### config.mk
export PLATFORM = sky130hd
export DESIGN_NAME = encoder_channel_ctrl
export DESIGN_NICKNAME = d
export VERILOG_FILES = /design/src/rtl/encoder_channel_ctrl.sv
export SDC_FILE = /design/constraint.sdc
export NUM_CORES = 1
export LEC_CHECK = 0
export BUFFER_PORTS_ARGS = -buffer_cell sky130_fd_sc_hd__buf_2
export CAP_MARGIN = 20
export CORE_MARGIN = 3
export CORE_UTILIZATION = 40
export DETAILED_ROUTE_END_ITERATION = 10
export SKIP_LAST_GASP = 1
export SLEW_MARGIN = 25
export SYNTH_ARGS = -nofsm -noshare
export SYNTH_HDL_FRONTEND = slang
export SYNTH_SLANG_ARGS = --single-unit
### constraint.sdc
create_clock -name clk -period 3.6 [get_ports clk]
set_input_delay 0.9 -clock clk [delete_from_list [all_inputs] [get_ports clk]]
set_output_delay 0.9 -clock clk [all_outputs]
set_load 0.01 [all_outputs]
### src/rtl/encoder_channel_ctrl.sv
// -----------------------------------------------------------------------------
// encoder_channel_ctrl
//
// Turns a bouncy quadrature rotary encoder plus a push button into three
// editable colour-channel values (R, G, B). The button cycles the channel
// being edited; each decoded encoder step moves the selected channel by STEP,
// either clamping at the limits or wrapping modulo 2^WIDTH.
//
// Ports
//   clk      : clock, all state changes on the rising edge
//   reset    : synchronous, active-high reset
//   enc_a    : raw quadrature phase A (asynchronous, may bounce)
//   enc_b    : raw quadrature phase B (asynchronous, may bounce)
//   btn      : raw channel-select button, active-high (asynchronous, may bounce)
//   value_r  : red channel value
//   value_g  : green channel value
//   value_b  : blue channel value
//   sel      : channel being edited, 0=R 1=G 2=B
//   update   : one-cycle pulse in the cycle after a channel value changed
// -----------------------------------------------------------------------------
module encoder_channel_ctrl #(
  parameter int WIDTH           = 8,
  parameter int DEBOUNCE_CYCLES = 16,
  parameter int STEP            = 1,
  parameter int SATURATE        = 1
) (
  input  logic             clk,
  input  logic             reset,
  input  logic             enc_a,
  input  logic             enc_b,
  input  logic             btn,
  output logic [WIDTH-1:0] value_r,
  output logic [WIDTH-1:0] value_g,
  output logic [WIDTH-1:0] value_b,
  output logic [1:0]       sel,
  output logic             update
);

  localparam int CNT_W = (DEBOUNCE_CYCLES > 1) ? $clog2(DEBOUNCE_CYCLES) : 1;
  localparam logic [CNT_W-1:0] CNT_LAST = CNT_W'(DEBOUNCE_CYCLES - 1);
  localparam logic [WIDTH:0]   STEP_X   = (WIDTH+1)'(STEP);
  localparam logic [WIDTH:0]   MAX_X    = {1'b0, {WIDTH{1'b1}}};

  typedef enum logic [1:0] {
    SEL_R = 2'd0,
    SEL_G = 2'd1,
    SEL_B = 2'd2
  } sel_state_t;

  // Bit 0 = phase A, bit 1 = phase B, bit 2 = button.
  logic [2:0]       sync1;
  logic [2:0]       sync2;
  logic [2:0]       deb;
  logic [2:0]       prev;
  logic [CNT_W-1:0] cnt [3];

  sel_state_t       state;
  sel_state_t       state_next;

  logic             step_up;
  logic             step_dn;
  logic             btn_rise;
  logic [WIDTH-1:0] cur_value;
  logic [WIDTH-1:0] new_value;
  logic             value_changed;

  // ---------------------------------------------------------------------------
  // Synchronize and debounce the three raw inputs. A change is accepted only
  // after DEBOUNCE_CYCLES consecutive cycles of disagreement with deb; any
  // cycle of agreement throws the partial count away.
  // ---------------------------------------------------------------------------
  // NOTE: every clocked register uses <= so all of them sample pre-edge values.
  always_ff @(posedge clk) begin
    if (reset) begin
      sync1 <= '0;
      sync2 <= '0;
      deb   <= '0;
      prev  <= '0;
      for (int i = 0; i < 3; i++) cnt[i] <= '0;
    end else begin
      sync1 <= {btn, enc_b, enc_a};
      sync2 <= sync1;
      prev  <= deb;
      for (int i = 0; i < 3; i++) begin
        if (sync2[i] == deb[i]) begin
          cnt[i] <= '0;
        end else if (cnt[i] == CNT_LAST) begin
          deb[i] <= sync2[i];
          cnt[i] <= '0;
        end else begin
          cnt[i] <= cnt[i] + CNT_W'(1);
        end
      end
    end
  end

  // ---------------------------------------------------------------------------
  // Quadrature decode on {deb_a, prev_a, deb_b, prev_b}. Only a single-phase
  // change is a step; simultaneous changes are ambiguous and ignored.
  // ---------------------------------------------------------------------------
  // NOTE: defaults first so no path through always_comb leaves a latch behind.
  always_comb begin
    step_up = 1'b0;
    step_dn = 1'b0;
    case ({deb[0], prev[0], deb[1], prev[1]})
      4'b1000, 4'b0111: step_up = 1'b1;
      4'b0010, 4'b1101: step_dn = 1'b1;
      default: ;
    endcase
  end

  assign btn_rise = deb[2] & ~prev[2];

  // One extra bit of headroom exposes both overflow (sum above MAX_X) and
  // underflow (borrow into the top bit); in wrap mode it is simply dropped.
  function automatic logic [WIDTH-1:0] step_value(input logic [WIDTH-1:0] v,
                                                  input logic             up);
    logic [WIDTH:0] sum;
    logic [WIDTH:0] diff;
    sum  = {1'b0, v} + STEP_X;
    diff = {1'b0, v} - STEP_X;
    if (up) begin
      if ((SATURATE != 0) && (sum > MAX_X)) return {WIDTH{1'b1}};
      return sum[WIDTH-1:0];
    end
    if ((SATURATE != 0) && diff[WIDTH]) return '0;
    return diff[WIDTH-1:0];
  endfunction

  always_comb begin
    case (state)
      SEL_G:   cur_value = value_g;
      SEL_B:   cur_value = value_b;
      default: cur_value = value_r;
    endcase
    new_value     = step_value(cur_value, step_up);
    // A clamped step leaves the value alone and must not raise update.
    value_changed = (step_up | step_dn) && (new_value != cur_value);
  end

  // The step targets the channel selected before this edge, even when the
  // button advances sel on the same edge.
  always_ff @(posedge clk) begin
    if (reset) begin
      value_r <= '0;
      value_g <= '0;
      value_b <= '0;
      update  <= 1'b0;
    end else begin
      update <= value_changed;
      if (value_changed) begin
        case (state)
          SEL_G:   value_g <= new_value;
          SEL_B:   value_b <= new_value;
          default: value_r <= new_value;
        endcase
      end
    end
  end

  // ---------------------------------------------------------------------------
  // Channel-select FSM: R -> G -> B -> R on each debounced button press.
  // ---------------------------------------------------------------------------
  always_ff @(posedge clk) begin
    if (reset) state <= SEL_R;
    else       state <= state_next;
  end

  always_comb begin
    state_next = state;
    if (btn_rise) begin
      case (state)
        SEL_R:   state_next = SEL_G;
        SEL_G:   state_next = SEL_B;
        default: state_next = SEL_R;
      endcase
    end
  end

  assign sel = state;

endmodule

Word-level counts from Yosys, hierarchy flattened:

Memory sizes are Yosys's and may differ from the RTL's.
Cells that the tools add are included.

* add/sub/neg operators: 5
* order comparisons: 1
* eq/ne operators: 13
* multiplexer cells: 59
* bitwise gates (word level): 16
* reduce and logical (&&, ||, !) cells: 11

Operators with widths (number)
* 2-to-1 mux 8 bit: 6
* 2-to-1 mux 1 bit: 42
* 2-to-1 mux 4 bit: 9
* == test 4 bit (second input constant): 5
* one-hot mux 8 bit (2 select lines): 1
* adder 4 x 1 -> 4 bit (second input constant): 3
* AND reduction 2 bit: 6
* OR 1 bit: 10
* adder 8 x 1 -> 9 bit (second input constant): 1
* greater-than comparator 9 x 8 -> 1 bit (second input constant): 1
* subtractor 8 x 1 -> 9 bit (second input constant): 1
* inequality test 8 bit: 1
* OR reduction 2 bit: 3
* inverter 1 bit: 5
* == test 4 x 2 -> 1 bit (second input constant): 1
* == test 4 x 3 -> 1 bit (second input constant): 1
* one-hot mux 2 bit (2 select lines): 1
* == test 1 bit: 3
* == test 2 x 1 -> 1 bit (second input constant): 1
* == test 2 bit (second input constant): 1
* zero test 2 bit: 1
* AND 1 bit: 1
* logical AND 1 bit: 1

* bits in registers: 39
* bits in writable memories: 12
* output and inout bits: 27
* memories kept: 1

Memory list
* cnt: depth 3, width 4, rd ports 3, clocked after Yosys merged registers in 0, write ports 3, line 55 `logic [CNT_W-1:0] cnt [3];`

Longest topological paths before layout:

Gate-level depths: netlist (run 1).

* depth in word-level cells: 14
* depth in mapped cells: 13

Worst setup path before layout (run 1):

Ideal clock, no wire load.

* path kind: register to register
* start: register state[0], in the netlist sel[0]
* end: register value_b[0]
* library setup time: 121 ps
* data arrival time: 2988 ps
* slack: 491 ps
* stages on the path, launching flop included: 14
* period minus slack after synthesis: 3109 ps
* path through: dfxtp_1 inv_1 ha_1 nor2_1 a21o_2 inv_4 ha_1 o21ai_1 a21oi_1 nand2_1 or4_4 nand4_2 o211ai_4 mux2_4

* cells in the longest elaborated chain, start to end: 14
* elaborated cells between the ends (all ways): 18
* classes of those cells: add/sub (2); order compare (1); eq/ne (3); mux (10); reduce/logical (2)

RTL lines
* start: declaration: line 57 `sel_state_t state;`
* start signal: assignment: line 166 `else state <= state_next;`
* == test 2 bit or == test 2 x 1 -> 1 bit (tied branches): line 131, 152
* one-hot mux 8 bit (2 select lines): line 131 `case (state)`
* adder 8 x 1 -> 9 bit: line 120 `sum = {1'b0, v} + STEP_X;`
* greater-than comparator 9 x 8 -> 1 bit: line 123 `if ((SATURATE != 0) && (sum > MAX_X)) return {WIDTH{1'b1}};`
* 2-to-1 mux 1 bit: line 123
* 2-to-1 mux 1 bit: line 122 `if (up) begin`
* 2-to-1 mux 8 bit: line 124 `return sum[WIDTH-1:0];`
* 2-to-1 mux 8 bit: line 122
* 2-to-1 mux 8 bit: line 126 `if ((SATURATE != 0) && diff[WIDTH]) return '0;`
* 2-to-1 mux 8 bit: line 127 `return diff[WIDTH-1:0];`
* 2-to-1 mux 8 bit: line 126
* inequality test 8 bit: line 138 `value_changed = (step_up | step_dn) && (new_value != cur_value);`
* logical AND 1 bit: line 138
* AND reduction 2 bit (no source line)
* end signal: assignment: line 154 `SEL_B: value_b <= new_value;`
* end: declaration: line 34 `output logic [WIDTH-1:0] value_b,`

Several ways; a longest one is shown, not always the timed one. The select of a mux whose other input is x is not followed.
A chain may end at the register's enable or synchronous reset.

Final worst setup path (run 1):

* start: register state[0], in the netlist sel[0]
* end: register value_g[4]

* cells in the longest elaborated chain, start to end: 14
* elaborated cells between the ends (all ways): 18
* classes of those cells: add/sub (2); order compare (1); eq/ne (3); mux (10); reduce/logical (2)

RTL lines
* == test 2 bit or == test 2 x 1 -> 1 bit (tied branches): line 131, 152
* one-hot mux 8 bit (2 select lines): line 131
* adder 8 x 1 -> 9 bit: line 120
* greater-than comparator 9 x 8 -> 1 bit: line 123
* 2-to-1 mux 1 bit: line 123
* 2-to-1 mux 1 bit: line 122
* 2-to-1 mux 8 bit: line 124
* 2-to-1 mux 8 bit: line 122
* 2-to-1 mux 8 bit: line 126
* 2-to-1 mux 8 bit: line 127
* 2-to-1 mux 8 bit: line 126
* inequality test 8 bit: line 138
* logical AND 1 bit: line 138
* AND reduction 2 bit (no source line)
* end signal: assignment: line 153 `SEL_G: value_g <= new_value;`
* end: declaration: line 33 `output logic [WIDTH-1:0] value_g,`

Several ways; a longest one is shown, not always the timed one. The select of a mux whose other input is x is not followed.

==> results by group, run 1 <==
Clock network
  – Clock sink total: 51
  – Maximum root-to-sink buffer count: 2
  – CTS buffer count: 5
  – CTS tree: built
  – Htree depth: 2
  – Worst-path clk slew: 0.10 ns
  – Root Driver: clkbuf_8
  – Skew-Pair Late Insertion Delay: 0.31 ns

Critical path
  – Worst Setup Path Type: reg -> reg
  – Startpoint Class: flip-flop
  – Reg2Reg Depth: 13
  – Critical path, cell by cell: inv_1, ha_1, nor2_1, a21o_2, inv_2, ha_1, o21ai_1, a21oi_2, nand2_1, o31ai_4, nor2_4, o211ai_4, mux2_4
  – Crit path capture type: flip-flop
  – Worst EP arrival: 3.48 ns
  – CP delay by family, top: compound AO/OA/AOI/OAI gates
  – Reg2reg start: sel[0]$_SDFFE_PP0P_
  – CP Data Required Time: 3.80 ns
  – Critical Path Stages: 13
  – Worst Path Buf+Inv: 2
  – R2R Path End: value_g[4]$_SDFFE_PP0P_
  – CP max stage cell: o211ai_4
  – Worst path max stage delay: 0.41 ns
  – Worst reg2reg setup slack: 0.32 ns
  – Most frequent CP cell: ha_1
  – Worst-path maximum fanout: 7

Pwr
  – Clock share of power: 0.354
  – Power share of the combinational group: 0.038
  – PwrDens: 287.2 nW/um2
  – Sw Share: 0.2394
  – Sequential Power Share: 0.607
  – P_sw: 0.0002365 W
  – Pleak: 1.431 nW
  – Internal power: 0.0007513 W
  – Maximum vdd drop: 0.1720 mV

Synthesis
  – Mean post-synth cell area: 10.18 um2
  – Dominant synthesized flop cell: dfxtp_1
  – Yosys top cell by area: dfxtp_1
  – Ys async rst share: 0
  – Post-Syn Instances: 291
  – EDFF count, synth: 12
  – Post-synthesis instance area: 2963 um2
  – Yosys warns: 0
  – Main area contributors after synthesis: dfxtp_1 (26%), edfxtp_1 (12%), mux2_4 (7.6%)
  – Count of cell types in the netlist: 57
  – Yosys reg bits: 51
  – Post-synth top area share: 0.2635
  – Post-synthesis sequential area ratio: 0.3851

Timing
  – RSZ-0062 raised after global routing: no
  – Final period utilization: 0.9107
  – Max Clock Freq: 305.0 MHz
  – Final hold violations: 0
  – Clock skew: 0.006645 ns
  – Fin. max-slew vios: 0
  – Setup-failing EPs final: 0
  – Final WS setup: 0.3215 ns
  – Rel. slew slack: 0.4875
  – Clock period minus worst slack: 3.279 ns
  – Slew @ Worst Pin: 0.7659 ns
  – Setup_tns: 0 ns

Final layout
  – Final nets: 356
  – Fill cell count: 683
  – Area delta synth->final: 16.09%
  – Footprint of the multi-input gates: 1758 um2
  – Share of layout cells above drive strength 1: 0.2820
  – Finished Layout Cells: 440
  – Inserted Diodes: 0
  – Flip-flop and latch area: 1141 um2

Floorplanning
  – Initial Util: 0.4244
  – Total I/O pin count: 32
  – Die area: 8476 um2
  – Standard-cell rows: 30
  – DIE HEIGHT: 92.07 um
  – Core Area: 6982 um2
  – Die width: 92.07 um

Placement
  – Placed cell count: 427
  – I/O Buffers: 31
  – Placement Setup Slack: 0.2326 ns
  – DP Wirelength: 4449 um
  – GP Congestion: 0.8456

Routing
  – Final ANT Viol Nets: 0
  – Total number of vias: 2219
  – First drt pass iteration count: 4
  – Drt via density: 5.043
  – Drt drc: 0
  – Total Wirelength: 6240 um
  – WL per Instance: 14.18 um
  – Initial drt markers: 174

GRT
  – Met1 GRT Util: 0.2281
  – Global-route wire length before repair: 10290 um
  – Global-route usage over all layers: 0.1530
  – Met3 Use GR: 0.03117
  – Global route total overflow: 0
  – Most used routing layer: met1
  – Initial antenna violation count: 0
  – Vias in the first global route: 1995
  – Largest net degree at the start of global routing: 23
  – M2 GR Usage: 0.2196

Worst hold path
  – Hold path endpoint: sync2[2]$_SDFF_PP0_
  – Worst hold path startpoint: sync1[2]$_SDFF_PP0_
  – Hold Path Class: reg -> reg
  – Worst Hold Depth: 1

Run
  – # Max-Cap Violations: 0

Outcome
  – Status: finished, final reports clean
per-stage QoR:
| step | total power (W) | hold slack [ns] | utilization | cell area, um2 |
|---|---|---|---|---|
| final | 0.0009878 | 0.4454 | 0.4927 | 3440 |
| after global routing | 0.001034 | 0.4662 | 0.4927 | 3440 |
| after CTS | 0.001000 | 0.4506 | 0.4832 | 3373 |
| after detailed placement | 0.0006509 | 0.4253 | 0.4695 | 3278 |
| after global placement | 0.0006503 | 0.4206 | 0.4695 | 3278 |
| after floorplan | 0.0006403 | 0.4138 | - | 3004 |
layout make-up:
cell class	count	area share
clock inverters	3	0.007639
repair buffers	45	0.08294
inverters	10	0.01164
clock buffers	5	0.02001
multi-input cells	230	0.5111
well taps	96	0.03492
flip-flops and latches	51	0.3318
worst reg2reg max path, delay by kind of cell, from the launching register on:
family | cells | cell delay (ns)
mux | 1 | 0.34
simple gates | 3 | 0.34
buf+inv | 2 | 0.22
fa+ha+maj | 2 | 0.57
flops | 1 | 0.40
compound gates | 5 | 1.29
per-layer routing:
| metal | vias up | part of all wire |
|---|---|---|
| met4 | 0 | 0.012 |
| li1 | 1130 | - |
| met1 | 1038 | 0.52 |
| met2 | 45 | 0.43 |
| met5 | - | 0 |
| met3 | 6 | 0.036 |
repair_timing:
item / 4_1_cts / 5_1_grt
resized for setup: 0 / 1
endpoints found under the setup margin: 0 / 15
hold buffers: 0 / 0
setup buffers: 0 / 5
cells in the final DEF, fill, tap and decap left out, types with 10 or more instances in the layout:
| cell | netlist | layout |
|---|---|---|
| nand2_1 | 17 | 17 |
| edfxtp_1 | 12 | 12 |
| nor2b_1 | 25 | 25 |
| nand3_1 | 11 | 11 |
| mux2_4 | 15 | 15 |
| buf_2 | 1 | 31 |
| nor2_1 | 29 | 29 |
| conb_1 | 1 | 12 |
| buf_4 | 1 | 12 |
| dfxtp_1 | 39 | 39 |
| xnor2_1 | 13 | 13 |
| a21oi_1 | 11 | 10 |
power groups by stage:
| stage | Clock, W | Sequential [W] | Combinational [W] |
|---|---|---|---|
| floorplan | 0 | 0.000612 | 0.0000286 |
| detailed placement | 0 | 0.000613 | 0.0000378 |
| global placement | 0 | 0.000613 | 0.0000374 |
| global route | 0.000389 | 0.000601 | 0.0000432 |
| CTS | 0.000362 | 0.000600 | 0.0000380 |
| finish | 0.000350 | 0.000600 | 0.0000380 |
cell families after synthesis:
logic type	after synthesis	share of synthesized area
AOI/OAI and AO/OA	53	0.1550
xor gates and xnor gates	20	0.05912
adders and majority gates	8	0.03379
buffers and inverters	21	0.03674
DFF	51	0.3851
muxes	24	0.1064
other	1	0.001266
and+or+nand+nor	113	0.2225
registers in the layout, summed over array words and instances (netlist names):
register  count
prev          3
sync2         3
sel           2
deb           3
value_g       8
update        1
value_b       8
value_r       8
sync1         3
cnt          12
cells in the mapped netlist, types with 3 or more instances:
master    count
nor2b_1      25
o211ai_4      3
nor2_1       29
mux2_4       15
a22oi_2       3
a21oi_1      11
xnor2_1      13
o211a_1       3
nor3_1        5
ha_1          8
a21o_1        3
and3_1        3
nand3_1      11
mux2i_1       9
a21oi_2       3
xor2_1        7
buf_6         3
edfxtp_1     12
or3_4         3
dfxtp_1      39
a22oi_1       6
clkbuf_1      5
or3_1         3
nand2_1      17
o21ai_0       7
inv_1         8
worst max path at each step:
| stage | start | endpoint | slack, ns |
|---|---|---|---|
| finish | sel[0]$_SDFFE_PP0P_ | value_g[4]$_SDFFE_PP0P_ | 0.32 |
| global route | sel[0]$_SDFFE_PP0P_ | value_g[4]$_SDFFE_PP0P_ | 0.08 |
| CTS | sel[0]$_SDFFE_PP0P_ | value_g[4]$_SDFFE_PP0P_ | 0.18 |
| detailed placement | sel[0]$_SDFFE_PP0P_ | value_g[4]$_SDFFE_PP0P_ | 0.23 |
| global placement | sel[0]$_SDFFE_PP0P_ | value_g[4]$_SDFFE_PP0P_ | 0.33 |
| floorplan | sel[0]$_SDFFE_PP0P_ | value_b[0]$_SDFFE_PP0P_ | 0.49 |
Power figures use the tool's default switching activity.
==> inputs of run 2 (changes only) <==
==> constraint.sdc (replaced) <==
create_clock -name clk -period 4 [get_ports clk]
set_input_delay 1 -clock clk [delete_from_list [all_inputs] [get_ports clk]]
set_output_delay 1 -clock clk [all_outputs]
set_load 0.01 [all_outputs]
==> run 2 against run 1 <==
Against the previous run: via count fell by 2.1%; core utilization shrank 1.5 points; first-iteration DRC count is 47% lower; die area did not move; power decreased by 12%; routed wire length fell by 1.6%; critical path depth is the same; largest cell class unchanged; largest power group unchanged.
==> results by group, run 2 (synthesis results as in run 1) <==
Final layout
  – Share of layout cells above drive strength 1: 0.2567
  – Max FFs per register: 12
  – Final nets: 347
  – Commonest non-fill, non-tap cell in the layout: dfxtp_1
  – Inserted Diodes: 0
  – Fill cell count: 689
  – Final Instance Area: 3334 um2
  – Most frequent cells in the layout: dfxtp_1 (39), buf_2 (31), nor2_1 (29)
  – Top reg by flops: cnt
  – Area delta synth->final: 12.54%

Routing
  – Total number of vias: 2173
  – Drt via density: 5.042
  – First drt pass iteration count: 4
  – Initial drt markers: 92
  – WL per Instance: 14.25 um
  – Total Wirelength: 6141 um
  – Final ANT Viol Nets: 0
  – Drt drc: 0

Critical path
  – Worst-path maximum fanout: 10
  – Worst Path Buf+Inv: 3
  – CP delay by family, top: compound AO/OA/AOI/OAI gates
  – Worst path max stage delay: 0.48 ns
  – CP max stage cell: o211ai_4
  – Crit path capture type: flip-flop
  – Worst EP arrival: 3.87 ns
  – Critical path, cell by cell: inv_1, ha_1, buf_4, a21o_2, inv_4, ha_1, o21ai_1, a21oi_1, nand2_1, o31ai_4, nor2_4, o211ai_4, mux2_4
  – Most frequent CP cell: ha_1
  – Worst reg2reg setup slack: 0.33 ns
  – Startpoint Class: flip-flop
  – Worst Setup Path Type: reg -> reg
  – CP Data Required Time: 4.20 ns

Placement
  – Area after DPL: 3248 um2
  – DP Wirelength: 4516 um
  – I/O Buffers: 31
  – GP Congestion: 0.8488

Pwr
  – Pleak: 1.375 nW
  – PwrDens: 260.6 nW/um2
  – Clock share of power: 0.341
  – Internal power: 0.0006705 W
  – Sequential Power Share: 0.621
  – Sw Share: 0.2283
  – Power share of the combinational group: 0.038
  – P_sw: 0.0001984 W
  – Maximum vdd drop: 0.1661 mV
  – Tot Pwr: 0.0008689 W

Floorplanning
  – DIE HEIGHT: 92.07 um
  – Die width: 92.07 um
  – Core Area: 6982 um2
  – Standard-cell rows: 30
  – Die area: 8476 um2
  – Total I/O pin count: 32
  – Initial Util: 0.4244

Outcome
  – Status: finished, final reports clean

Timing
  – Max Clock Freq: 272.3 MHz
  – Final period utilization: 0.9180
  – Setup-failing EPs final: 0
  – Fin. max-slew vios: 0
  – Final hold violations: 0
  – Clock period minus worst slack: 3.672 ns
  – Setup_tns: 0 ns
  – RSZ-0062 raised after global routing: no
  – Rel. slew slack: 0.4914
  – Slew @ Worst Pin: 0.7601 ns
  – Hold Worst Slack: 0.4445 ns
  – Clock skew: 0.005007 ns

Clock network
  – CTS tree: built
  – CTS-repair resized insts: 0
  – Skew-Pair Late Insertion Delay: 0.30 ns
  – Cts hold-fix bufs: 0
  – Clock sink total: 51
  – CTS buffer count: 5
  – Maximum root-to-sink buffer count: 2
  – Setup Fix Bufs, Post-CTS: 0
  – Htree depth: 2
  – Root Driver: clkbuf_8
  – Worst-path clk slew: 0.09 ns

GRT
  – Initial antenna violation count: 0
  – Global-route wire length before repair: 10360 um
  – Largest net degree at the start of global routing: 37
  – Global route total overflow: 0
  – Global-route usage over all layers: 0.1511
  – Vias in the first global route: 2136

Run
  – # Max-Cap Violations: 0

Worst hold path
  – Hold Path Class: reg -> reg
[run 2: routing by layer]
metal | GRT usage | wire [um] | vias to the layer above
met3 | 0.02953 | 318 | 8
li1 | - | - | 1110
met4 | 0.04703 | 85 | 0
met5 | 0 | 0 | -
met1 | 0.1992 | 2940 | 1014
met2 | 0.2494 | 2797 | 41
[run 2: per-stage QoR]
stage | setup slack, ns | cells | util
floorplan | 0.8913 | 302 | -
global placement | 0.5511 | 423 | 0.4652
detailed placement | 0.3988 | 423 | 0.4652
CTS | 0.3367 | 431 | 0.4776
global route | 0.1312 | 431 | 0.4776
finish | 0.3279 | 431 | 0.4776
[run 2: power by group through the flow]
stage	sequential (W)	combinational (W)	clock (W)
after floorplan	0.000551	0.0000257	0
after global placement	0.000552	0.0000330	0
after detailed placement	0.000552	0.0000334	0
after CTS	0.000540	0.0000336	0.000308
after global routing	0.000541	0.0000387	0.000329
final	0.000540	0.0000332	0.000296
[run 2: final timing paths]
| kind | from | to | depth (start not counted) |
|---|---|---|---|
| setup / recovery | sel[0]$_SDFFE_PP0P_ | value_b[4]$_SDFFE_PP0P_ | 13 |
| hold / removal | sync1[2]$_SDFF_PP0_ | sync2[2]$_SDFF_PP0_ | 1 |
| setup reg to reg | sel[0]$_SDFFE_PP0P_ | value_b[4]$_SDFFE_PP0P_ | 13 |
| hold reg to reg | sync1[2]$_SDFF_PP0_ | sync2[2]$_SDFF_PP0_ | 1 |
[run 2: layout make-up]
cell class / count / area (um2) / share of cell area
inverter: 10 / 40.04 / 0.01201
clock buffer: 6 / 72.57 / 0.02176
clock inverter: 2 / 13.76 / 0.004128
multi-input combinational: 230 / 1754 / 0.5261
sequential: 51 / 1141 / 0.3422
timing repair buffer: 36 / 192.7 / 0.05779
tap: 96 / 120.1 / 0.03602
==> inputs of run 3 (changes only) <==
--- a/config.mk
+++ b/config.mk
@@ -6,10 +6,10 @@
 export NUM_CORES = 1
 export LEC_CHECK = 0
 export BUFFER_PORTS_ARGS = -buffer_cell sky130_fd_sc_hd__buf_2
-export CAP_MARGIN = 20
 export CORE_MARGIN = 3
 export CORE_UTILIZATION = 40
 export DETAILED_ROUTE_END_ITERATION = 10
+export GPL_TIMING_DRIVEN = 0
 export SKIP_LAST_GASP = 1
 export SLEW_MARGIN = 25
 export SYNTH_ARGS = -nofsm -noshare
==> run 3 against run 2 <==
Against the previous run: maximum frequency increased by 0.61%; highest routed layer unchanged; critical endpoint is now value_b[6]$_SDFFE_PP0P_; register-to-register slack improved by 0.02 ns; non-clock buffer count increased by 5; core utilization up 0.73 points; via count about the same; largest power group unchanged; sequential power barely moved; largest cell class unchanged; critical path type unchanged.
==> results by group, run 3 (synthesis results as in run 1) <==
Critical path
  – Worst path max stage delay: 0.49 ns
  – CP Data Required Time: 4.20 ns
  – Worst Setup Path Type: reg -> reg
  – Worst EP arrival: 3.85 ns
  – Worst reg2reg setup slack: 0.35 ns
  – Worst-path maximum fanout: 10
  – CP max stage cell: o211ai_4
  – Worst Path Buf+Inv: 2
  – CP delay by family, top: compound AO/OA/AOI/OAI gates
  – Critical path, cell by cell: inv_1, ha_1, nor2_1, a21o_2, inv_4, ha_1, o21ai_1, a21oi_1, nand2_1, o31ai_4, nor2_4, o211ai_4, mux2_4
  – Crit path capture type: flip-flop
  – Startpoint Class: flip-flop
  – Most frequent CP cell: ha_1

Routing
  – WL per Instance: 14.45 um
  – Drt drc: 0
  – Initial drt markers: 141
  – Total Wirelength: 6301 um
  – Drt via density: 4.986
  – Total number of vias: 2174
  – First drt pass iteration count: 4
  – Final ANT Viol Nets: 0

Final layout
  – Inserted Diodes: 0
  – Fill cell count: 706
  – Top reg by flops: cnt
  – Commonest non-fill, non-tap cell in the layout: dfxtp_1
  – Final nets: 352
  – Max FFs per register: 12
  – Most frequent cells in the layout: dfxtp_1 (39), buf_2 (31), nor2_1 (29)
  – Area delta synth->final: 14.27%
  – Share of layout cells above drive strength 1: 0.2529

Clock network
  – Htree depth: 2
  – Clock sink total: 51
  – CTS buffer count: 5
  – Maximum root-to-sink buffer count: 2
  – CTS tree: built
  – Root Driver: clkbuf_8
  – CTS-repair resized insts: 0
  – Cts hold-fix bufs: 0
  – Skew-Pair Late Insertion Delay: 0.31 ns
  – Setup Fix Bufs, Post-CTS: 0
  – Worst-path clk slew: 0.10 ns

GRT
  – Initial antenna violation count: 0
  – Largest net degree at the start of global routing: 18
  – Vias in the first global route: 2091
  – Global-route usage over all layers: 0.1578
  – Global-route wire length before repair: 10630 um
  – Global route total overflow: 0

Floorplanning
  – Die area: 8476 um2
  – Initial Util: 0.4244
  – DIE HEIGHT: 92.07 um
  – Total I/O pin count: 32
  – Core Area: 6982 um2
  – Standard-cell rows: 30
  – Die width: 92.07 um

Timing
  – Setup-failing EPs final: 0
  – Final period utilization: 0.9124
  – Final hold violations: 0
  – Max Clock Freq: 274.0 MHz
  – Clock skew: 0.01285 ns
  – Final WS setup: 0.3503 ns
  – Slew @ Worst Pin: 0.5842 ns
  – RSZ-0062 raised after global routing: no
  – Rel. slew slack: 0.6076
  – Clock period minus worst slack: 3.650 ns
  – Fin. max-slew vios: 0
  – Setup_tns: 0 ns

Pwr
  – P_sw: 0.0002173 W
  – Maximum vdd drop: 0.1465 mV
  – Sequential Power Share: 0.581
  – Internal power: 0.0007118 W
  – Pleak: 1.393 nW
  – PwrDens: 274.4 nW/um2
  – Power share of the combinational group: 0.036
  – Sw Share: 0.2339
  – Clock share of power: 0.382

Run
  – # Max-Cap Violations: 0

Placement
  – I/O Buffers: 30
  – GP Congestion: 0.8409
  – DP Wirelength: 4520 um
  – Placement Setup Slack: 0.3994 ns

Worst hold path
  – Hold Path Class: reg -> reg

Outcome
  – Status: finished, final reports clean
run 3: metrics by stage:
stage | power, W | std cells | area [um2] | hold WS (ns) | utilization
floorplan | 0.0005762 | 302 | 3004 | 0.4138 | -
global placement | 0.0005854 | 428 | 3274 | 0.4192 | 0.4690
finish | 0.0009291 | 436 | 3386 | 0.4486 | 0.4849
detailed placement | 0.0005859 | 428 | 3274 | 0.4282 | 0.4690
CTS | 0.0009415 | 436 | 3386 | 0.4533 | 0.4849
global route | 0.0009674 | 436 | 3386 | 0.4690 | 0.4849
run 3: final cells by class:
cell class	count	area [um2]	share of cell area
buffer	11	68.82	0.02033
clock buffer	6	93.84	0.02772
clock inverter	2	17.52	0.005174
inverter	10	40.04	0.01183
multi-input combinational	230	1754	0.5181
sequential	51	1141	0.3370
tap	96	120.1	0.03548
timing repair buffer	30	150.1	0.04435
run 3: per-layer routing:
| layer | track usage | wire (um) | part of all wire | vias up |
|---|---|---|---|---|
| met5 | 0 | 0 | 0 | - |
| met4 | 0.04455 | 64 | 0.010 | 0 |
| met3 | 0.02953 | 206 | 0.033 | 5 |
| met2 | 0.2403 | 2725 | 0.43 | 38 |
| met1 | 0.2271 | 3305 | 0.52 | 1008 |
| li1 | - | - | - | 1123 |
run 3: final timing paths:
kind	startpoint	to	cells after the start
worst min-delay path	sync1[2]$_SDFF_PP0_	sync2[2]$_SDFF_PP0_	1
worst max register to register	sel[0]$_SDFFE_PP0P_	value_b[6]$_SDFFE_PP0P_	13
worst max-delay path	sel[0]$_SDFFE_PP0P_	value_b[6]$_SDFFE_PP0P_	13
worst min register to register	sync1[2]$_SDFF_PP0_	sync2[2]$_SDFF_PP0_	1
run 3: power by group through the flow:
stage                     sequential, W  clock [W]  combinational (W)
after floorplan                0.000551          0          0.0000257
after global placement         0.000551          0          0.0000339
after detailed placement       0.000552          0          0.0000340
after CTS                      0.000540   0.000367          0.0000342
after global routing           0.000541   0.000386          0.0000399
final                          0.000540   0.000355          0.0000338
